`config.mk`:
```
export PLATFORM = sky130hd
export DESIGN_NAME = snes_pad_port
export DESIGN_NICKNAME = d
export VERILOG_FILES = /design/src/rtl/snes_pad_pkg.sv /design/src/rtl/snes_pad_shifter.sv /design/src/rtl/snes_pad_port.sv
export SDC_FILE = /design/constraint.sdc
export NUM_CORES = 1
export LEC_CHECK = 0
export ABC_AREA = 0
export BUFFER_PORTS_ARGS = -buffer_cell sky130_fd_sc_hd__clkbuf_2
export CORE_MARGIN = 8
export CORE_UTILIZATION = 49
export DETAILED_ROUTE_END_ITERATION = 12
export PLACE_DENSITY = 0.72
export SLEW_MARGIN = 20
export SYNTH_ARGS = -nofsm -noshare
export SYNTH_HDL_FRONTEND = slang
export SYNTH_SLANG_ARGS = --single-unit
```
`constraint.sdc`:
```
create_clock -name clk -period 3.3 [get_ports clk]
set_input_delay 0.33 -clock clk [delete_from_list [all_inputs] [get_ports clk]]
set_output_delay 0.33 -clock clk [all_outputs]
set_load 0.05 [all_outputs]
```
`src/rtl/snes_pad_pkg.sv`:
```
// Shared constants for the SNES pad CPU port: register map, button bit
// positions within the scanner vector, and CTRL register bit positions.
package snes_pad_pkg;

  // Register addresses on the CPU bus
  localparam logic [1:0] REG_SERIAL = 2'd0;
  localparam logic [1:0] REG_LO     = 2'd1;
  localparam logic [1:0] REG_HI     = 2'd2;
  localparam logic [1:0] REG_CTRL   = 2'd3;

  // Button bit indices in the scanner vector (1 = pressed)
  localparam int BTN_B      = 0;
  localparam int BTN_Y      = 1;
  localparam int BTN_SELECT = 2;
  localparam int BTN_START  = 3;
  localparam int BTN_UP     = 4;
  localparam int BTN_DN     = 5;
  localparam int BTN_LT     = 6;
  localparam int BTN_RT     = 7;
  localparam int BTN_A      = 8;
  localparam int BTN_X      = 9;
  localparam int BTN_L      = 10;
  localparam int BTN_R      = 11;

  localparam int NUM_BTN = 12;
  localparam int SHIFT_W = 16;

  // CTRL register bit positions
  localparam int CTRL_IEN  = 0;
  localparam int CTRL_PEND = 7;

  // Serial frame as the console sees it: buttons first (B at bit 0),
  // then the 4-bit controller signature.
  function automatic logic [SHIFT_W-1:0] serial_frame(input logic [3:0]         pad_id,
                                                      input logic [NUM_BTN-1:0] btn);
    return {pad_id, btn};
  endfunction

endpackage

```
`src/rtl/snes_pad_shifter.sv`:
```
// 16-bit parallel-load / serial-shift register behind the console-style
// serial read port. Load has priority over shift; the fill bit enters at
// the MSB so that reads past the end of the frame return a constant.
module snes_pad_shifter
  import snes_pad_pkg::*;
(
  input  logic               clk,
  input  logic               resetn,
  input  logic               load_i,
  input  logic               shift_i,
  input  logic               fill_i,
  input  logic [SHIFT_W-1:0] load_val_i,
  output logic               bit0_o
);

  logic [SHIFT_W-1:0] shift_q;
  logic [SHIFT_W-1:0] shift_d;

  // Next value: reload while strobe is high, otherwise shift on a read
  always_comb begin
    shift_d = shift_q;
    if (load_i) begin
      shift_d = load_val_i;
    end else if (shift_i) begin
      shift_d = {fill_i, shift_q[SHIFT_W-1:1]};
    end
  end

  // Shift register state; resets to all ones (idle line level)
  always_ff @(posedge clk or negedge resetn) begin
    if (!resetn) begin
      shift_q <= '1;
    end else begin
      shift_q <= shift_d;
    end
  end

  assign bit0_o = shift_q[0];

endmodule

```
`src/rtl/snes_pad_port.sv`:
```
// CPU-facing register block for the SNES pad scanner output. Offers a
// console-style serial read port, coherent low/high snapshot registers and
// a button-change interrupt. The scanner updates `buttons` independently of
// CPU reads, so the high nibble is captured when the low byte is read.
module snes_pad_port
  import snes_pad_pkg::*;
#(
  parameter logic [3:0] PAD_ID   = 4'b0000,
  parameter logic       FILL_BIT = 1'b1
) (
  input  logic               clk,
  input  logic               resetn,
  input  logic [NUM_BTN-1:0] buttons,
  input  logic               cpu_cs,
  input  logic               cpu_rd,
  input  logic               cpu_we,
  input  logic [1:0]         cpu_addr,
  input  logic [7:0]         cpu_wdata,
  output logic [7:0]         cpu_rdata,
  output logic               irq
);

  logic [7:0]         rdata_q,   rdata_d;
  logic               irq_q,     irq_d;
  logic               strobe_q,  strobe_d;
  logic [NUM_BTN-1:0] prev_q;
  logic [3:0]         hold_hi_q, hold_hi_d;
  logic               pending_q, pending_d;
  logic               ien_q,     ien_d;

  logic wr_acc;
  logic rd_acc;
  logic shift_en;
  logic shift_bit0;
  logic btn_changed;
  logic w1c_clear;

  // Only wdata[0] and wdata[7] carry meaning in this register map
  logic unused_wdata;
  assign unused_wdata = ^cpu_wdata[6:1];

  // A write wins over a simultaneous read: the read is dropped entirely
  assign wr_acc = cpu_cs & cpu_we;
  assign rd_acc = cpu_cs & cpu_rd & ~cpu_we;

  // Serial reads only advance the frame once strobe has been released
  assign shift_en = rd_acc & (cpu_addr == REG_SERIAL) & ~strobe_q;

  assign btn_changed = (buttons != prev_q);
  assign w1c_clear   = wr_acc & (cpu_addr == REG_CTRL) & cpu_wdata[CTRL_PEND];

  snes_pad_shifter u_shifter (
    .clk        (clk),
    .resetn     (resetn),
    .load_i     (strobe_q),
    .shift_i    (shift_en),
    .fill_i     (FILL_BIT),
    .load_val_i (serial_frame(PAD_ID, buttons)),
    .bit0_o     (shift_bit0)
  );

  // Read data mux and the addr1 snapshot side effect
  always_comb begin
    rdata_d   = rdata_q;
    hold_hi_d = hold_hi_q;
    if (rd_acc) begin
      case (cpu_addr)
        REG_SERIAL: begin
          // While strobed the register is transparent, so return the live B bit
          rdata_d = {7'b0, (strobe_q ? buttons[BTN_B] : shift_bit0)};
        end
        REG_LO: begin
          rdata_d   = buttons[7:0];
          hold_hi_d = buttons[NUM_BTN-1:8];
        end
        REG_HI: begin
          rdata_d = {pending_q, 3'b0, hold_hi_q};
        end
        default: begin
          rdata_d = {pending_q, 6'b0, ien_q};
        end
      endcase
    end
  end

  // Write decode for strobe and interrupt enable; addr1/addr2 writes are ignored
  always_comb begin
    strobe_d = strobe_q;
    ien_d    = ien_q;
    if (wr_acc) begin
      case (cpu_addr)
        REG_SERIAL: strobe_d = cpu_wdata[0];
        REG_CTRL:   ien_d    = cpu_wdata[CTRL_IEN];
        default:    ;
      endcase
    end
  end

  // Pending flag: a button change in the same cycle as a W1C keeps it set
  always_comb begin
    pending_d = pending_q;
    if (btn_changed) begin
      pending_d = 1'b1;
    end else if (w1c_clear) begin
      pending_d = 1'b0;
    end
    irq_d = pending_q & ien_q;
  end

  // Register state
  always_ff @(posedge clk or negedge resetn) begin
    if (!resetn) begin
      rdata_q   <= 8'h00;
      irq_q     <= 1'b0;
      strobe_q  <= 1'b0;
      prev_q    <= '0;
      hold_hi_q <= 4'h0;
      pending_q <= 1'b0;
      ien_q     <= 1'b0;
    end else begin
      rdata_q   <= rdata_d;
      irq_q     <= irq_d;
      strobe_q  <= strobe_d;
      prev_q    <= buttons;
      hold_hi_q <= hold_hi_d;
      pending_q <= pending_d;
      ien_q     <= ien_d;
    end
  end

  assign cpu_rdata = rdata_q;
  assign irq       = irq_q;

endmodule

```
==> impl_metrics.json <==
{
  "path_class": "reg -> reg",
  "regArea_um2": 1120,
  "syn2layout_area_growth_pct": 13.9,
  "vdd_drop_max_mv": 0.385,
  "firstDrtPassIters": 4,
  "cts.sinks": 44,
  "setup_viol": 0,
  "htreeDepth": 2,
  "cp-start-kind": "flop",
  "syn_area_per_cell_um2": 10.8,
  "critPathMaxFanout": 31,
  "wl_met3_um": 329,
  "core_um2": 3720,
  "ant_nets": 0,
  "pin_count": 36,
  "drt_wl_total_mm": 4.13,
  "insertion_delay_ns": 0.30,
  "cp.arrival_ns": 1.70,
  "synth.distinct_cells": 30,
  "die_h_um": 78.6,
  "end_kind": "flop",
  "grt_usage_pct": 13.6,
  "worst_pin_slew_ns": 0.937,
  "nNetsFinal": 231,
  "post-dp-hpwl_mm": 2.83,
  "drt_iter0_markers": 108,
  "dp.cells": 245,
  "clk_pin_slew_ns": 0.08,
  "io_buffers": 29,
  "slew-limit-headroom_pct": 37.5,
  "place.gp.congestion": 0.754,
  "start_util_pct": 51.7,
  "yosys_warnings": 0,
  "vias": 1407,
  "diodes": 0,
  "nFillCells": 334,
  "hp-class": "in -> async",
  "routed_via_density": 5.56,
  "grt_pass1_vias": 1432,
  "route.detailed.drc": 0,
  "period_minus_slack_ns": 1.56,
  "rsz0062_at_grt": "no",
  "yosysSeqAreaShare_pct": 58.3,
  "routed.top_layer": "met4",
  "syn_nets": 205,
  "cts_hold_buf": 0,
  "cts_buffers": 5,
  "syn_inst": 178,
  "die_x_um": 78.6,
  "slew_violations": 0,
  "final_cell_count_no_fill": 253,
  "clock-root-buffer": "clkbuf_8",
  "period_share_pct": 47.2,
  "powerDensity_nw_per_um2": 617,
  "cts_resized": 0,
  "fin_skew_ns": 0.00709,
  "status": "complete, no violations",
  "drt-met1-wl_mm": 1.85,
  "antenna_found_initial": 0,
  "required_ns": 3.45,
  "hold_viol": 0,
  "timing.hold.ws_ns": 0.166,
  "postCtsSetupRepairBufs": 0,
  "overflow": 0,
  "rows": 22,
  "grt_pass1_wl_mm": 6.66,
  "grt_max_degree": 45,
  "syn_area_um2": 1920,
  "clockBufferDepth": 2,
  "fmax_mhz": 641,
  "wl_met2_mm": 1.89,
  "p_leak_nw": 0.945,
  "drive_gt1_share_pct": 28.8,
  "ys_ff_latch": 44,
  "die_area_um2": 6180,
  "total_power_mw": 1.35,
  "cts_tree": "built",
  "multiInputGateArea_um2": 743,
  "wl_per_cell_um": 16.3,
  "maxCapViolCount": 0,
  "fin_setup_tns_ns": 0
}
[registers in the layout, indices dropped and copies added (netlist names)]
| register | flops |
|---|---|
| irq | 1 |
| ien_q | 1 |
| hold_hi_q | 4 |
| cpu_rdata | 8 |
| pending_q | 1 |
| prev_q | 12 |
| u_shifter.shift_q | 16 |
| strobe_q | 1 |
[cell usage in the layout (no fill, tap or decap)]
cell type / instances
nand3b_1: 1
and2_4: 1
clkbuf_8: 7
clkbuf_1: 1
or3_1: 1
a221oi_1: 4
nor2b_1: 14
or2_2: 1
nand2b_1: 1
dfrtp_1: 28
xor2_1: 12
buf_2: 1
and2_1: 1
nor2_2: 1
nand2_1: 8
o32ai_1: 1
clkbuf_2: 28
mux2_1: 4
o31ai_1: 1
nor2_1: 10
inv_1: 1
o21ai_0: 16
dfstp_2: 16
mux2_2: 2
and3b_1: 1
nor4_1: 3
nand4_1: 2
nand3_1: 6
buf_4: 2
a31oi_1: 12
a21oi_1: 17
and3_1: 1
[cell families (layout without fill, tap and decap cells)]
kind of cell / after synthesis / in the layout / synth area share, %
muxes: 6 / 6 / 3.52
AOI/OAI and AO/OA: 51 / 51 / 15.2
xor gates and xnor gates: 12 / 12 / 5.47
DFF: 44 / 44 / 58.3
buffers and inverters: 13 / 40 / 2.99
and+or+nand+nor: 52 / 52 / 14.5
[stage by stage]
step	setup slack (ns)	instance area (um2)	utilization (%)
detailed placement	1.49	2090	56.2
CTS	1.74	2190	58.9
floorplan	1.97	1920	-
finish	1.74	2190	58.9
global route	1.61	2190	58.9
global placement	1.52	2090	56.2
[routing by layer]
metal	track usage, %	up-vias
met3	5.58	6
li1	-	678
met5	0	-
met4	5.56	0
met1	16.9	680
met2	20.6	43
[synth_stat cells (all sizes together)]
cell type  instances  share of area (%)
o32ai              1               0.46
nand3              6                1.6
and2               2               0.78
and3b              1               0.46
buf                6                1.6
nand2              8                1.6
dfrtp             28                 36
inv                1               0.20
mux2               6                3.5
a21oi             17                4.4
dfstp             16                 22
a221oi             4                1.8
o31ai              1               0.39
nor4               3               0.98
nand3b             1               0.39
a31oi             12                3.9
nand2b             1               0.33
or2                1               0.33
nor2              11                2.3
clkbuf             6                1.2
nand4              2               0.65
o21ai             16                4.2
or3                1               0.33
nor2b             14                4.6
and3               1               0.33
xor2              12                5.5
[final cells by class]
type	count	area share (%)
sequential	44	51.2
multi-input combinational	121	34.0
timing repair buffer	31	7.32
clock buffer	8	4.57
tap	48	2.74
inverter	1	0.172
[worst paths after layout]
| path | from | endpoint | slack (ns) | cells after the start |
|---|---|---|---|---|
| setup / recovery | strobe_q | cpu_rdata[0] | 1.74 | 3 |
| hold / removal | resetn | cpu_rdata[7] | 0.17 | 1 |
| setup reg to reg | strobe_q | cpu_rdata[0] | 1.74 | 3 |
| hold reg to reg | cpu_rdata[6] | cpu_rdata[6] | 0.47 | 2 |
| max in group asynchronous | resetn | prev_q[8] | 2.54 | 1 |
| min in group clk | buttons[3] | prev_q[3] | 0.19 | 1 |
[where the power goes]
part	total, mW	leakage, nW	internal [mW]	switching (mW)
logic	0.270	0.393	0.0990	0.171
registers	0.719	0.500	0.656	0.0631
clock network	0.362	0.0515	0.191	0.171
total	1.35	0.945	0.946	0.405
[worst max-delay path: stages, from the launching register on]
cell and delay (ns):
dfrtp_1 0.69, or3_1 0.48, a21oi_1 0.15, o31ai_1 0.09
(Power assumes the default switching activity.)
